## src/rtl/dmem_store_sink.sv

```systemverilog
// Data-memory responder: posted-write store FIFO draining into a word RAM,
// forwarded core loads, a req/ack host read port and a to-host latch.
module dmem_store_sink #(
   parameter int          DEPTH_WORDS = 64,
   parameter int          FIFO_DEPTH  = 4,
   parameter logic [31:0] TOHOST_ADDR = 32'd100
) (
   input  logic        clk,
   input  logic        rst,
   input  logic        MemWrite,
   input  logic [31:0] DataAdr,
   input  logic [31:0] WriteData,
   output logic [31:0] ReadData,
   output logic        stall,
   input  logic        host_req,
   input  logic [31:0] host_addr,
   output logic        host_ack,
   output logic [31:0] host_data,
   output logic        done,
   output logic [31:0] done_value
);

   localparam int AW = $clog2(DEPTH_WORDS);
   localparam int PW = $clog2(FIFO_DEPTH);
   localparam logic [PW:0] FullCnt = (PW+1)'(FIFO_DEPTH);
   localparam logic [PW:0] CntOne  = (PW+1)'(1);
   localparam logic [PW-1:0] PtrOne = PW'(1);

   typedef enum logic {
      Idle,
      Ack
   } hostState_t;

   hostState_t state;

   logic [31:0]   mem      [DEPTH_WORDS];
   logic [AW-1:0] fifoIdx  [FIFO_DEPTH];
   logic [31:0]   fifoData [FIFO_DEPTH];

   logic [PW-1:0] headPtr;
   logic [PW-1:0] tailPtr;
   logic [PW:0]   count;

   logic [AW-1:0] coreIdx;
   logic [AW-1:0] hostIdx;
   logic          full;
   logic          push;
   logic          pop;
   logic          claim;
   logic [31:0]   coreFwd;
   logic [31:0]   hostFwd;
   logic [PW-1:0] slot;
   logic          unusedHost;

   assign coreIdx    = DataAdr[2 +: AW];
   assign hostIdx    = host_addr[2 +: AW];
   assign unusedHost = ^{host_addr[31:AW+2], host_addr[1:0]};

   assign full  = (count == FullCnt);
   assign push  = MemWrite && !full;
   assign claim = (state == Idle) && host_req;
   assign pop   = (count != '0) && !claim;
   assign stall = MemWrite && full;

   // Walk oldest to youngest so the youngest matching entry wins.
   always_comb begin
      coreFwd = mem[coreIdx];
      hostFwd = mem[hostIdx];
      slot    = headPtr;
      for (int i = 0; i < FIFO_DEPTH; i++) begin
         slot = headPtr + PW'(i);
         if (i < int'(count)) begin
            if (fifoIdx[slot] == coreIdx) begin
               coreFwd = fifoData[slot];
            end
            if (fifoIdx[slot] == hostIdx) begin
               hostFwd = fifoData[slot];
            end
         end
      end
   end

   assign ReadData = coreFwd;

   always_ff @(posedge clk) begin
      if (push) begin
         fifoIdx[tailPtr]  <= coreIdx;
         fifoData[tailPtr] <= WriteData;
      end
   end

   always_ff @(posedge clk) begin
      if (pop) begin
         mem[fifoIdx[headPtr]] <= fifoData[headPtr];
      end
   end

   always_ff @(posedge clk or negedge rst) begin
      if (!rst) begin
         headPtr <= '0;
         tailPtr <= '0;
         count   <= '0;
      end else begin
         if (push) begin
            tailPtr <= tailPtr + PtrOne;
         end
         if (pop) begin
            headPtr <= headPtr + PtrOne;
         end
         unique case (1'b1)
            push && !pop: count <= count + CntOne;
            pop && !push: count <= count - CntOne;
            default:      count <= count;
         endcase
      end
   end

   // The accept edge also blocks drain, so host_data sees a stable FIFO view.
   always_ff @(posedge clk or negedge rst) begin
      if (!rst) begin
         state     <= Idle;
         host_ack  <= 1'b0;
         host_data <= '0;
      end else begin
         unique case (state)
            Idle: begin
               host_ack <= 1'b0;
               if (host_req) begin
                  host_data <= hostFwd;
                  host_ack  <= 1'b1;
                  state     <= Ack;
               end
            end
            Ack: begin
               host_ack <= 1'b0;
               state    <= Idle;
            end
            default: begin
               host_ack <= 1'b0;
               state    <= Idle;
            end
         endcase
      end
   end

   always_ff @(posedge clk or negedge rst) begin
      if (!rst) begin
         done       <= 1'b0;
         done_value <= '0;
      end else if (push && !done && DataAdr == TOHOST_ADDR) begin
         done       <= 1'b1;
         done_value <= WriteData;
      end
   end

endmodule

```

## config.mk

```make
export PLATFORM = sky130hd
export DESIGN_NAME = dmem_store_sink
export DESIGN_NICKNAME = d
export VERILOG_FILES = /design/src/rtl/dmem_store_sink.sv
export SDC_FILE = /design/constraint.sdc
export NUM_CORES = 2
export LEC_CHECK = 0
export BUFFER_PORTS_ARGS = -buffer_cell sky130_fd_sc_hd__buf_2
export CORE_MARGIN = 8
export CORE_UTILIZATION = 25
export DETAILED_ROUTE_END_ITERATION = 7
export SYNTH_ARGS = -nofsm -noshare
export SYNTH_HDL_FRONTEND = slang
export SYNTH_SLANG_ARGS = --single-unit
```

## constraint.sdc

```tcl
create_clock -name clk -period 12.1 [get_ports clk]
set_input_delay 1.815 -clock clk [delete_from_list [all_inputs] [get_ports clk]]
set_output_delay 1.815 -clock clk [all_outputs]
set_load 0.1 [all_outputs]
```

; ---- After elaboration in Yosys (flattened, before gate mapping)
; Memory sizes are Yosys's and may differ from the RTL's.
; Index checks and enable logic that the tools add are counted.
[word_totals]
latchBits = 0
word_cells = 70
mem_bits_rw = 2200
reg_bits = 73
mem_bits_ro = 0
n_memories = 3
input_bits = 100
[mem_list]
columns = name, depth, width, rd, rd_ports_with_merged_regs, write_ports, line
row1 = mem, 64, 32, 2, 0, 1, 36  ; logic [31:0] mem [DEPTH_WORDS];
row2 = fifoData, 4, 32, 4, 0, 1, 38  ; logic [31:0] fifoData [FIFO_DEPTH];
row3 = fifoIdx, 4, 6, 4, 0, 1, 37  ; logic [AW-1:0] fifoIdx [FIFO_DEPTH];
[classes]
div = 0
n_mux = 23
magnitude_cmp = 4
n_shift = 0
eq_ne = 10
n_reduce_logical = 16
multipliers = 0
addsub = 6
bitwise_logic = 1
[ops]
columns = cell, count
row1 = $mux W32, 16
row2 = $eq A6 B6 Y1, 8
row3 = $eq A32 B7 Y1 const B, 1
row4 = $logic_and A1 B1 Y1, 8
row5 = $lt A1 B3 Y1 const A, 2
row6 = $lt A2 B3 Y1 const A, 2
row7 = $pmux W3 S2, 1
row8 = $logic_not A1 Y1, 5
row9 = $mux W1, 5
row10 = $add A2 B1 Y2 const B, 2
row11 = $add A2 B2 Y2 const B, 2
row12 = $add A3 B1 Y3 const B, 1
row13 = $eq A3 B3 Y1 const B, 1
row14 = $reduce_bool A3 Y1, 1
row15 = $sub A3 B1 Y3 const B, 1
row16 = $pmux W1 S2, 1
row17 = $reduce_and A2 Y1, 1
row18 = $reduce_bool A2 Y1, 1
row19 = $not A1 Y1, 1

; ---- Longest topological paths before layout
; An unclocked memory read counts as a cell.
[logic_depth]
word_depth = 10
mapped_depth = 14
depth_no_buf = 9

; ---- Least setup slack after synthesis
; OpenSTA, ideal clock, no wires.
[synth_path]
path_kind = register -> output
start = reg headPtr[1]
end = out ReadData[9]
stages_incl_launch_ff = 13
slack_ns = 4.278
path_buffers = 6
arrival_ns = 6.007
path_cell_list = dfrtp_1 buf_6 buf_6 buf_6 buf_2 buf_2 buf_2 mux2i_1 mux2i_1 o31ai_1 a21oi_1 o22ai_1 o21ai_0
[synth_via]
elab_chain_len = 10
[synth_rtl]
columns = item, line
row1 = "start, declared", 40  ; logic [PW-1:0] headPtr;
row2 = "start signal, assigned", 108  ; headPtr <= headPtr + PtrOne;
row3 = branches (longest 9 deep; another with $mem_v2 Z4 W6), n/a
row4 = $mux W32 (*), 72  ; if (i < int'(count)) begin
row5 = "end, declared", 13  ; output logic [31:0] ReadData,
; Mark *: on every way between the ends.

; ---- Final worst setup path
[layout_path]
start = in DataAdr[3]
end = out ReadData[2]
[layout_via]
elab_chain_len = 9
[layout_rtl]
columns = item, line
row1 = "start, declared", 11  ; input logic [31:0] DataAdr,
row2 = $mem_v2 Z64 W32 or $eq A6 B6 Y1 (tied branches), n/a
row3 = $mux W32, 73  ; if (fifoIdx[slot] == coreIdx) begin
row4 = $mux W32, 72
row5 = $mux W32, 73
row6 = $mux W32, 72
row7 = $mux W32, 73
row8 = $mux W32, 72
row9 = $mux W32, 73
row10 = $mux W32 (*), 72
; Every way passes the cells marked *; elsewhere a longest branch is shown, timed or not.

==> flow_summary.json <==
{
  "period_minus_slack_ns": 8.525,
  "synth_ff_type": "edfxtp_1",
  "met3_wirelength_mm": 44.85,
  "ir_drop_v": 0.0002005,
  "async_reset_ff_share_pct": 3.212,
  "stdcell_area_um2": 124900,
  "slowest_delay_ns": 0.84,
  "synth_seq_area_share_pct": 62.45,
  "relSlewSlack_pct": 11.82,
  "dp_slack_ns": 3.749,
  "wl_mm": 374.3,
  "antenna_found_initial": 32,
  "power_density_nw_per_um2": 195.8,
  "synth-seq-cells": 2273,
  "start_kind": "primary input",
  "path_max_fanout": 49,
  "setup_viol": 0,
  "fin_ws_ns": 3.575,
  "hold_viol_final": 0,
  "rows": 242,
  "drv_cap": 0,
  "cts_setup_buffers": 0,
  "fin_crit_sh_pct": 70.45,
  "wl_per_cell_um": 30.20,
  "cts_buffers": 226,
  "arrival_ns": 6.71,
  "die_h_um": 675.4,
  "grt_max_degree": 142,
  "wl_met2_mm": 174.5,
  "crit_required_ns": 10.28,
  "dieArea_um2": 456200,
  "ctsResizeCount": 0,
  "io_buffer_count": 172,
  "final_nets": 6563,
  "grt_first_pass_wirelength_mm": 520.8,
  "synth_edf_count": 2200,
  "die_x_um": 675.4,
  "core_um2": 433600,
  "tightest_slew_ns": 1.315,
  "drive_above_1_share_pct": 28.60,
  "top_layer": "met5",
  "cts_tree": "done",
  "path_delay_family": "buffers and inverters",
  "first_pass_iters": 8,
  "cp_num_buf_inv": 4,
  "cp_cell_sequence": "buf_8 -> buf_4 -> buf_4 -> mux4_2 -> mux2i_1 -> mux4_2 -> a211oi_1 -> nor3_1 -> nand2_1 -> o2111ai_1 -> a22oi_1 -> buf_2",
  "synth.cell_area_um2": 108700,
  "insertion_delay_ns": 0.90,
  "yosys_warnings": 0,
  "total_leakage_power_nw": 39.38,
  "area_growth_pct": 14.90,
  "utilization_pct": 28.81,
  "placed_cells": 11960,
  "final_antenna_net_count": 0,
  "ctsHoldBuffers": 0,
  "track_usage_pct": 15.76,
  "slowest_stage": "a211oi_1",
  "drc_errors": 0,
  "grt_pass1_vias": 68530,
  "gr-total-overflow": 0,
  "synth_cells": 6340,
  "fmax_ghz": 0.1173,
  "ctsHtreeMaxLevel": 4,
  "place_congestion": 0.8719,
  "synth_cell_types": 75,
  "maxSlewViolCount": 0,
  "mostFrequentLayoutCells": "edfxtp_1, mux4_2, mux2i_1, a21oi_1, clkbuf_16",
  "wl_met1_mm": 139.4,
  "start_util_pct": 25.07,
  "syn_avg_cell_area_um2": 17.15,
  "viasPerCell": 5.529,
  "rsz0062_at_grt": "no",
  "status": "completed",
  "clock-sinks": 2273,
  "totalNegativeSetupSlack_ns": 0,
  "synth_nets": 6449,
  "hold_path.class": "register to register",
  "clk_path_buf_depth": 3,
  "ios": 199,
  "drtIter0Drc": 9942,
  "routed-via-count": 68519,
  "place_area_um2": 117400,
  "final_common_cell": "edfxtp_1",
  "clkTransAtPathRegs_ns": 0.06,
  "dp_hpwl_mm": 221.1,
  "crit_type": "primary input to primary output",
  "fin_skew_ns": 0.04426,
  "root_buffer": "clkbuf_16",
  "endpoint_kind": "primary output",
  "fin_cells": 12392
}
[area by class of cell]
type                            count  area [um^2]
Antenna cell                       10        25.02
Clock buffer                      273         5894
Clock inverter                    149         1587
Fill cell                       42636       308700
Inverter                           16        68.82
Multi-Input combinational cell   3536        39360
Sequential cell                  2273        67900
Tap cell                         5734         7174
Timing Repair Buffer              401         2892
[layer usage]
layer	up-vias	GRT usage [%]
li1	26887	-
met1	36419	20.23
met2	4366	25.45
met3	831	4.248
met4	16	5.997
met5	-	0
[synthesized netlist by cell type (25+ instances only)]
cell type | n | area [um^2]
edfxtp_1 | 2200 | 66060
mux4_2 | 886 | 19950
mux2i_1 | 512 | 5125
a21oi_1 | 304 | 1521
nor2_1 | 269 | 1010
clkbuf_1 | 240 | 900.9
nand2_1 | 210 | 788.3
buf_2 | 168 | 840.8
a22oi_1 | 149 | 1119
o21ai_0 | 148 | 740.7
mux2_2 | 137 | 1543
nor3_1 | 137 | 685.7
a211oi_1 | 95 | 713.2
o22ai_1 | 81 | 506.7
dfrtp_1 | 73 | 1827
o221ai_1 | 64 | 560.5
buf_1 | 63 | 236.5
nand2b_1 | 49 | 306.5
a221oi_1 | 46 | 402.9
xnor2_1 | 43 | 376.6
nand3_1 | 38 | 190.2
buf_4 | 36 | 270.3
a22o_1 | 32 | 280.3
a2111oi_0 | 30 | 262.8
or4_1 | 26 | 195.2
a31oi_1 | 25 | 156.4
[worst register-to-register path: cells and delay by family, from the launching register on]
kind	cells	cell delay, ns
simple gates	3	1.74
buf+inv	3	1.46
compound gates	1	0.89
flops	1	0.67
[registers in the layout (all words and copies together) (netlist names)]
register,count
mem,2048
count,3
done_value,32
state,1
host_data,32
headPtr,2
done,1
fifoData,128
fifoIdx,24
tailPtr,2
[where the power goes]
| group | leakage (nW) | internal (W) | switching (W) | total [W] |
|---|---|---|---|---|
| clock network | 3.66 | 0.00407 | 0.00311 | 0.00718 |
| logic | 15.0 | 0.00155 | 0.00478 | 0.00633 |
| registers | 20.7 | 0.0107 | 0.000265 | 0.0109 |
[metrics by stage]
stage | hold slack [ns] | power, W
after floorplan | 0.5313 | 0.01488
after global placement | 0.4841 | 0.01702
after detailed placement | 0.4897 | 0.01729
after CTS | 0.5024 | 0.02437
after global routing | 0.5153 | 0.02510
final | 0.5008 | 0.02445
[path summary, 6_finish.rpt]
| kind | end | startpoint | cells after the start | slack, ns |
|---|---|---|---|---|
| setup / recovery | ReadData[2] | DataAdr[3] | 12 | 3.58 |
| hold / removal | done_value[21] | done_value[21] | 1 | 0.50 |
| setup reg to reg | mem[23][15] | headPtr[0] | 7 | 6.95 |
| hold reg to reg | done_value[21] | done_value[21] | 1 | 0.50 |
| max in group asynchronous | host_data[21] | rst | 2 | 10.19 |
| min in group asynchronous | done_value[12] | rst | 1 | 0.81 |
[logic make-up (layout without fill, tap and decap cells)]
group	count (synthesis)	count (layout)	synth area share [%]
flip-flops	2273	2273	62.45
buffers and inverters	531	839	2.206
AO/OA/AOI/OAI	1083	1083	6.627
adder cells (fa/ha/maj)	9	9	0.1036
AND/OR/NAND/NOR	855	855	3.683
XOR/XNOR	53	53	0.4270
other	0	10	0
multiplexers	1536	1536	24.50
Note: power is estimated with default switching activity, not from simulation.
